[src/rtl/runtime_config_regs_pkg.sv]
// Shared definitions for the runtime configuration bank: address map, commit FSM
// states, STATUS layout and names of the active config words.
package runtime_config_regs_pkg;

  localparam int IDX_VERSION  = 0;
  localparam int IDX_STATUS   = 1;
  localparam int IDX_COMMIT   = 2;
  localparam int IDX_CFG_BASE = 4;

  localparam int ST_STATE_LSB = 0;
  localparam int ST_ERR_BIT   = 2;
  localparam int ST_GEN_LSB   = 8;
  localparam int ST_GEN_W     = 8;

  typedef enum logic [1:0] {
    ST_IDLE  = 2'd0,
    ST_DRAIN = 2'd1,
    ST_APPLY = 2'd2,
    ST_DONE  = 2'd3
  } commit_state_e;

  typedef enum int {
    CFG_CQ_SIZE    = 0,
    CFG_LOG_MASK   = 1,
    CFG_STATS_MASK = 2,
    CFG_GVT_PERIOD = 3
  } cfg_word_e;

  typedef struct packed {
    logic is_version;
    logic is_status;
    logic is_commit;
    logic in_cfg;
    logic illegal;
  } req_dec_t;

  function automatic logic [31:0] status_word(input commit_state_e st, input logic err,
                                              input logic [ST_GEN_W-1:0] gen);
    logic [31:0] w;
    w = '0;
    w[ST_STATE_LSB +: 2]     = st;
    w[ST_ERR_BIT]            = err;
    w[ST_GEN_LSB +: ST_GEN_W] = gen;
    return w;
  endfunction

endpackage

[src/rtl/runtime_config_regs_cfg_commit_fsm.sv]
// Commit sequencer: freezes tiles, waits for all of them to go idle (with an
// optional drain timeout), then triggers the shadow->active copy.
module cfg_commit_fsm
  import runtime_config_regs_pkg::*;
#(
  parameter int N_TILES   = 1,
  parameter int TIMEOUT_W = 16
) (
  input  logic                clk,
  input  logic                rst,
  input  logic                start,
  input  logic [TIMEOUT_W-1:0] timeout,
  input  logic [N_TILES-1:0]  tile_idle,
  output commit_state_e       state,
  output logic                freeze,
  output logic                update,
  output logic                busy,
  output logic                apply,
  output logic                err,
  output logic [ST_GEN_W-1:0] gen
);

  logic [TIMEOUT_W-1:0] cnt;
  logic                 tmo_en;
  logic                 all_idle;

  assign all_idle = &tile_idle;

  always_ff @(posedge clk) begin
    if (rst) begin
      state  <= ST_IDLE;
      freeze <= 1'b0;
      update <= 1'b0;
      busy   <= 1'b0;
      apply  <= 1'b0;
      err    <= 1'b0;
      gen    <= '0;
      cnt    <= '0;
      tmo_en <= 1'b0;
    end else begin
      update <= 1'b0;
      case (state)
        ST_IDLE: if (start) begin
          state  <= ST_DRAIN;
          cnt    <= timeout;
          tmo_en <= |timeout;
          freeze <= 1'b1;
          busy   <= 1'b1;
        end
        // Idle takes priority over an expiring counter in the same cycle.
        ST_DRAIN: if (all_idle) begin
          state <= ST_APPLY;
          apply <= 1'b1;
        end else if (tmo_en) begin
          cnt <= cnt - TIMEOUT_W'(1);
          if (cnt == TIMEOUT_W'(1)) begin
            state  <= ST_IDLE;
            err    <= 1'b1;
            freeze <= 1'b0;
            busy   <= 1'b0;
          end
        end
        ST_APPLY: begin
          state  <= ST_DONE;
          apply  <= 1'b0;
          update <= 1'b1;
          gen    <= gen + ST_GEN_W'(1);
          err    <= 1'b0;
        end
        default: begin
          state  <= ST_IDLE;
          freeze <= 1'b0;
          busy   <= 1'b0;
        end
      endcase
    end
  end

endmodule

[src/rtl/runtime_config_regs.sv]
// Runtime-writable config bank: host request path, shadow/active word storage
// and the commit sequencer that swaps shadow into active atomically.
module runtime_config_regs
  import runtime_config_regs_pkg::*;
#(
  parameter int N_TILES     = 1,
  parameter int N_CFG_REGS  = 8,
  parameter int REG_WIDTH   = 32,
  parameter int ADDR_WIDTH  = 6,
  parameter int CFG_VERSION = 10,
  parameter int TIMEOUT_W   = 16,
  parameter logic [N_CFG_REGS*REG_WIDTH-1:0] RESET_VALUES = '0
) (
  input  logic                            clk,
  input  logic                            rst,
  input  logic                            req_valid,
  output logic                            req_ready,
  input  logic                            req_write,
  input  logic [ADDR_WIDTH-1:0]           req_addr,
  input  logic [REG_WIDTH-1:0]            req_wdata,
  output logic                            resp_valid,
  input  logic                            resp_ready,
  output logic [REG_WIDTH-1:0]            resp_rdata,
  output logic                            resp_err,
  input  logic [N_TILES-1:0]              tile_idle,
  output logic                            cfg_freeze,
  output logic                            cfg_update,
  output logic [N_CFG_REGS*REG_WIDTH-1:0] cfg_active,
  output logic                            commit_busy
);

  localparam int IW = (N_CFG_REGS > 1) ? $clog2(N_CFG_REGS) : 1;

  logic [N_CFG_REGS-1:0][REG_WIDTH-1:0] shadow, active;
  commit_state_e        state;
  logic                 cfg_err, apply, accept, commit_start;
  logic [ST_GEN_W-1:0]  gen;
  logic [31:0]          addr_i;
  logic [IW-1:0]        widx;
  logic [REG_WIDTH-1:0] rd_mux;
  req_dec_t             dec;

  // Writes stall while a commit is in flight; reads keep flowing.
  assign req_ready    = (!resp_valid || resp_ready) && !(req_write && commit_busy);
  assign accept       = req_valid && req_ready;
  assign commit_start = accept && req_write && dec.is_commit;

  assign addr_i = 32'(req_addr);
  assign widx   = IW'(addr_i - 32'(IDX_CFG_BASE));

  always_comb begin
    dec            = '0;
    dec.is_version = addr_i == 32'(IDX_VERSION);
    dec.is_status  = addr_i == 32'(IDX_STATUS);
    dec.is_commit  = addr_i == 32'(IDX_COMMIT);
    dec.in_cfg     = (addr_i >= 32'(IDX_CFG_BASE)) && (addr_i < 32'(IDX_CFG_BASE + N_CFG_REGS));
    dec.illegal    = req_write ? !(dec.is_commit || dec.in_cfg)
                               : !(dec.is_version || dec.is_status || dec.in_cfg);
  end

  always_comb begin
    rd_mux = '0;
    if (dec.is_version)     rd_mux = REG_WIDTH'(CFG_VERSION);
    else if (dec.is_status) rd_mux = REG_WIDTH'(status_word(state, cfg_err, gen));
    else if (dec.in_cfg)    rd_mux = shadow[widx];
  end

  always_ff @(posedge clk) begin
    if (rst) begin
      resp_valid <= 1'b0;
      resp_rdata <= '0;
      resp_err   <= 1'b0;
    end else if (accept) begin
      resp_valid <= 1'b1;
      resp_err   <= dec.illegal;
      resp_rdata <= (req_write || dec.illegal) ? '0 : rd_mux;
    end else if (resp_ready) begin
      resp_valid <= 1'b0;
    end
  end

  for (genvar i = 0; i < N_CFG_REGS; i++) begin : g_word
    logic [REG_WIDTH-1:0] sh_q, act_q;
    always_ff @(posedge clk) begin
      if (rst) begin
        sh_q  <= RESET_VALUES[i*REG_WIDTH +: REG_WIDTH];
        act_q <= RESET_VALUES[i*REG_WIDTH +: REG_WIDTH];
      end else begin
        if (accept && req_write && dec.in_cfg && widx == IW'(i)) sh_q <= req_wdata;
        if (apply) act_q <= sh_q;
      end
    end
    assign shadow[i] = sh_q;
    assign active[i] = act_q;
  end

  assign cfg_active = active;

  cfg_commit_fsm #(
    .N_TILES   (N_TILES),
    .TIMEOUT_W (TIMEOUT_W)
  ) u_fsm (
    .clk       (clk),
    .rst       (rst),
    .start     (commit_start),
    .timeout   (req_wdata[TIMEOUT_W-1:0]),
    .tile_idle (tile_idle),
    .state     (state),
    .freeze    (cfg_freeze),
    .update    (cfg_update),
    .busy      (commit_busy),
    .apply     (apply),
    .err       (cfg_err),
    .gen       (gen)
  );

endmodule

[config.mk]
export PLATFORM = sky130hd
export DESIGN_NAME = runtime_config_regs
export DESIGN_NICKNAME = d
export VERILOG_FILES = /design/src/rtl/runtime_config_regs_pkg.sv /design/src/rtl/runtime_config_regs_cfg_commit_fsm.sv /design/src/rtl/runtime_config_regs.sv
export SDC_FILE = /design/constraint.sdc
export NUM_CORES = 1
export LEC_CHECK = 0
export ABC_CLOCK_PERIOD_IN_PS = 3200
export CAP_MARGIN = 15
export CORE_MARGIN = 5
export CORE_UTILIZATION = 44
export CTS_CLUSTER_DIAMETER = 200
export CTS_CLUSTER_SIZE = 24
export DETAILED_ROUTE_END_ITERATION = 8
export HOLD_SLACK_MARGIN = 0.1
export PLACE_DENSITY = 0.67
export RECOVER_POWER = 100
export SLEW_MARGIN = 25
export SYNTH_ARGS = -nofsm -noshare
export SYNTH_HDL_FRONTEND = slang
export SYNTH_SLANG_ARGS = --single-unit
[constraint.sdc]
create_clock -name clk -period 3.2 [get_ports clk]
set_input_delay 0.8 -clock clk [delete_from_list [all_inputs] [get_ports clk]]
set_output_delay 0.8 -clock clk [all_outputs]
set_load 0.01 [all_outputs]
==> impl_metrics.yaml, run 1 <==
run_status:
  status: "finished with violations"
  violations: "capacitance limit, slew limit"
clock_tree:
  cts_sinks: 577
  clockBufferDepth: 3
  cts_tree: "yes"
  h-tree-depth: 1
  clk_latency_ns: 0.61
  holdBufCountCts: 0
  post_cts_resize_count: 0
  cts_setup_buffers: 0
  root_buffer: "clkbuf_16"
  cts_made_buffers: 28
  clkTransAtPathRegs_ns: 0.10
setup_path:
  critPathMaxStageDelay_ns: 0.53
  slowest_stage: "clkdlybuf4s50_1"
  crit_chain: "dlygate4sd3_1 > nand2b_1 > and2_1 > clkdlybuf4s50_1"
  crit_required_ns: 2.40
  critical_path_class: "primary input to primary output"
  critPathCaptureType: "primary output"
  r2r.worst_path.cells: 3
  startpoint_type: "primary input"
  worstPathMaxFanout: 3
  crit_arrival_ns: 2.14
logic_synthesis:
  synth_simple_gate_area_frac: 0.166
  synth_top_area_cell: "dfxtp_1"
  syn_area_per_cell_um2: 9.05
  synth.most_common_cell: "dfxtp_1"
  synth_top_family_by_area: "multiplexers"
  yosys.area.top_type_share: 0.509
  ys_types: 55
  ys_warn_count: 0
  synth_seq_area_share: 0.509
  synth_fa_ha_area_frac: 0.00165
  syn_area_um2: 22700
  synth_flop_cell: "dfxtp_1"
  synth_area_leaders: "dfxtp_1 51%, mux2i_1 14%, nand2_1 9.4%, a21oi_1 6.4%, mux4_2 4.8%"
  yosys-top-cells-count: "577 x dfxtp_1, 566 x nand2_1, 312 x mux2i_1, 289 x a21oi_1, 287 x nor2_1"
  synth-xor-area-share: 0.00231
  synth-edff-count: 0
  synth_mux_area_frac: 0.185
  postSynthCellCount: 2508
  synth_fp_nets: 2555
  ys_seq_elements: 577
  async_reset_ff_frac: 0
  synth_compound_area_frac: 0.0972
grt:
  antenna_found_initial: 4
  grt_max_degree: 230
  grt-ovfl-total: 0
  grt_pass1_vias: 17917
  grt_usage: 0.248
  grt_pass1_wl_um: 111000
power_and_ir_drop:
  leakagePower_uw: 0.00988
  power_uw: 11700
  vdd_drop_max_mv: 0.429
  pwr_density_cell_nw_per_um2: 425
job:
  cap_violations: 2
cells_and_area:
  final_util: 0.538
  nets: 2766
  area_growth_syn_to_layout_pct: 21.2
  drive_gt1_frac: 0.0570
  fillers: 4552
  final_cell_area_um2: 27500
  register_area_um2: 11600
  fin_cells: 3403
  multi_input_area_um2: 10300
floorplanning:
  die_h_um: 237
  core_area_um2: 51200
  die_w_um: 237
  initial_utilization: 0.443
  design.die.area_um2: 56200
  num_rows: 83
  ios: 338
min_path:
  hold_depth: 2
  hold_class: "flip-flop to flip-flop"
timing:
  rsz0062_at_grt: "no"
  fmax_mhz: 340
  finalSetupViolCount: 0
  worst_pin_slew_ns: 1.84
  slew_violations: 184
  slew_headroom: -0.228
  finalCritPeriodShare: 0.919
  post-route-min-period_ns: 2.94
  hold_viol: 0
  skew_ns: 0.0302
  tns_ns: 0
routing:
  wl_um: 74100
  routed_via_density: 5.61
  via_count: 19076
  routedWlPerCell_um: 21.8
  drtIter0Drc: 2189
  dr.pass1.iters: 6
  drc: 0
  ant_nets: 0
place:
  gp_congestion: 0.910
  numPortBuffers: 337
  place_hpwl_um: 51800
  place_area_um2: 26800
  place_inst: 3369
## worst max-delay path: cells and delay by family
kind                   cells  cell delay, ns
buffers and inverters      2            1.05
and+or+nand+nor            2            0.29
## sequential cells by signal, summed over array words and instances, names as in the netlist, 2 cells and up
signal	cells
g_word.act_q	256
g_word.sh_q	256
resp_rdata	32
u_fsm.cnt	16
u_fsm.gen	8
u_fsm.state	2
## report_power, final
group	switching, uW	leakage (uW)	internal (uW)	total (uW)
logic	371	0.00487	164	535
registers	10.1	0.00465	7180	7190
clock network	2320	0.000371	1640	3960
## path summary, 6_finish.rpt
path / from / end / slack (ns)
setup / recovery: resp_ready / req_ready / 0.26
hold / removal: resp_rdata[27] / resp_rdata[27] / 0.46
setup reg to reg: u_fsm.apply / g_word[0].act_q[18] / 0.38
hold reg to reg: resp_rdata[27] / resp_rdata[27] / 0.46
## through the flow
stage | setup slack (ns) | hold slack, ns
floorplan | 0.642 | 0.443
global placement | 0.196 | 0.441
detailed placement | 0.180 | 0.443
CTS | 0.317 | 0.465
global route | 0.166 | 0.488
finish | 0.261 | 0.459
## cells by family after synthesis
| group | after synthesis |
|---|---|
| simple gates | 935 |
| compound gates | 396 |
| buf+inv | 231 |
| mux | 360 |
| flops | 577 |
| fa+ha+maj | 3 |
| xor+xnor | 6 |
## area by class of cell
type,instances,area share
diodes,2,0.000182
clock buffers,31,0.0266
clock inverters,1,0.00109
inverters,5,0.000682
multi-input cells,1700,0.373
flip-flops and latches,577,0.420
well taps,680,0.0309
repair buffers,407,0.148
## metal layers
layer,wire [um],part of all wire,track usage,up-vias
li1,-,-,-,8891
met5,13,0.00018,0,-
met4,2160,0.029,0.0617,2
met2,32800,0.44,0.384,820
met3,6640,0.090,0.0440,120
met1,32400,0.44,0.362,9243
## layout by cell type (no fill, tap or decap), types with 6 or more instances in the layout
cell type,count
nand4_1,10
nor3_1,10
a22oi_1,14
a21oi_1,289
mux4_2,48
clkdlybuf4s50_1,38
o31ai_1,10
dfxtp_1,577
a222oi_1,8
clkbuf_16,29
clkbuf_1,8
o21ai_0,35
buf_4,46
dlygate4sd3_1,295
nor4_1,9
a211oi_1,9
mux2i_1,312
buf_12,16
a221oi_1,8
nand2_1,566
nor2_1,287
or4_1,6
or3_1,7
Power figures use the tool's default switching activity.
==> run 2: changes to the inputs <==
--- a/config.mk
+++ b/config.mk
@@ -5,7 +5,7 @@
 export SDC_FILE = /design/constraint.sdc
 export NUM_CORES = 1
 export LEC_CHECK = 0
-export ABC_CLOCK_PERIOD_IN_PS = 3200
+export ABC_CLOCK_PERIOD_IN_PS = 3700
 export CAP_MARGIN = 15
 export CORE_MARGIN = 5
 export CORE_UTILIZATION = 44
==> constraint.sdc (replaced) <==
create_clock -name clk -period 3.7 [get_ports clk]
set_input_delay 0.925 -clock clk [delete_from_list [all_inputs] [get_ports clk]]
set_output_delay 0.925 -clock clk [all_outputs]
set_load 0.01 [all_outputs]
==> impl_metrics.yaml, run 2 (synthesis gave the netlist of run 1 again) <==
setup_path:
  startpoint_type: "primary input"
  slowest_stage: "dlygate4sd3_1"
  critical_path_class: "primary input to primary output"
  r2r_start: "u_fsm.apply"
  worstPathMaxFanout: 7
  reg2reg_slack_ns: 0.73
  critPathCaptureType: "primary output"
  crit_arrival_ns: 2.48
  r2r_end: "g_word[1].act_q[9]"
  crit_chain: "dlygate4sd3_1 > nand2_1 > and2_1 > clkdlybuf4s50_1"
  startpoint: "req_write"
  crit_required_ns: 2.77
  r2r.worst_path.cells: 3
  critPathMaxStageDelay_ns: 0.71
timing:
  slew_headroom: -0.581
  post-route-min-period_ns: 3.41
  slew_violations: 537
  finalSetupViolCount: 0
  hold_viol: 0
  fmax_mhz: 293
  tns_ns: 0
  rsz0062_at_grt: "no"
  skew_ns: 0.0314
  finalCritPeriodShare: 0.921
  worst_pin_slew_ns: 2.37
clock_tree:
  h-tree-depth: 1
  post_cts_resize_count: 0
  cts_setup_buffers: 0
  holdBufCountCts: 0
  cts_tree: "yes"
  root_buffer: "clkbuf_16"
  cts_sinks: 577
  cts_made_buffers: 28
  clockBufferDepth: 3
  clkTransAtPathRegs_ns: 0.10
  clk_latency_ns: 0.61
cells_and_area:
  layout_commonest_cell: "dfxtp_1"
  drive_gt1_frac: 0.0532
  nets: 2752
  fillers: 4554
  reg.largest.list: "g_word.act_q x256, g_word.sh_q x256, resp_rdata x32"
  area_growth_syn_to_layout_pct: 20.5
  final_cell_mix: "576 x dfxtp_1, 566 x nand2_1, 312 x mux2i_1"
place:
  gp_congestion: 0.903
  place_hpwl_um: 50900
  numPortBuffers: 337
min_path:
  whs_endpoint: "resp_rdata[19]"
  hold_class: "flip-flop to flip-flop"
  hp-start: "resp_rdata[19]"
  hold_depth: 2
floorplanning:
  num_rows: 83
  die_w_um: 237
  die_h_um: 237
  design.die.area_um2: 56200
  initial_utilization: 0.443
  core_area_um2: 51200
  ios: 338
power_and_ir_drop:
  power_uw: 10100
  pwr_density_cell_nw_per_um2: 369
  vdd_drop_max_mv: 0.379
  leakagePower_uw: 0.00980
run_status:
  status: "finished with violations"
  violations: "capacitance limit, slew limit"
grt:
  grt-ovfl-total: 0
  grt_max_degree: 226
  grt_usage: 0.248
  antenna_found_initial: 0
  grt_pass1_wl_um: 111000
  grt_pass1_vias: 17688
routing:
  routedWlPerCell_um: 21.8
  drtIter0Drc: 1937
  dr.pass1.iters: 6
  routed_via_density: 5.55
  drc: 0
  ant_nets: 0
  wl_um: 74000
  via_count: 18811
job:
  cap_violations: 4
-- run 2: changes by cell type in the layout (fill, tap and decap cells not counted), sizes merged --
cell / delta
clkdlybuf4s50: +1
dlygate4sd3: -1
buf: -17
clkbuf: +3
-- run 2: power by group --
part | switching, uW | internal (uW) | total (uW)
Clock | 2000 | 1420 | 3420
Combinational | 316 | 128 | 444
Sequential | 8.87 | 6210 | 6220
-- run 2: layer usage --
metal / track usage / share of wire / wire [um]
met5: 0 / 0 / 0
met4: 0.0549 / 0.024 / 1800
met3: 0.0456 / 0.079 / 5850
met2: 0.385 / 0.45 / 33200
met1: 0.363 / 0.45 / 33100
-- run 2: area by class of cell --
type	count	area, um^2	share of cell area
well taps	680	851	0.0311
diodes	2	5.00	0.000183
clock buffers	31	733	0.0268
clock inverters	1	30.0	0.00110
flip-flops and latches	577	11600	0.422
multi-input cells	1700	10300	0.376
inverters	5	18.8	0.000686
repair buffers	393	3890	0.142
-- run 2: how the worst max path moves through the flow --
stage                   endpoint  slack, ns  cells past startpoint
2_1_floorplan  g_word[1].sh_q[5]       1.02                      7
3_3_place_gp           req_ready       0.40                      4
3_5_place_dp           req_ready       0.37                      4
4_1_cts                req_ready       0.37                      4
5_1_grt                req_ready       0.21                      4
6_report               req_ready       0.29                      4
-- run 2: metrics by stage --
step	utilization	worst slack [ns]	hold slack, ns	instances	instance area [um^2]
4_1_cts	0.536	0.368	0.466	3387	27400
5_1_grt	0.534	0.211	0.486	3387	27300
2_1_floorplan	-	1.02	0.443	2508	22700
6_report	0.534	0.291	0.461	3389	27300
3_3_place_gp	0.521	0.396	0.436	3355	26700
3_5_place_dp	0.521	0.371	0.444	3355	26700
-- run 2: critical path: cells and delay by family --
family	cells	cell delay, ns
buffers and inverters	2	1.18
and+or+nand+nor	2	0.38
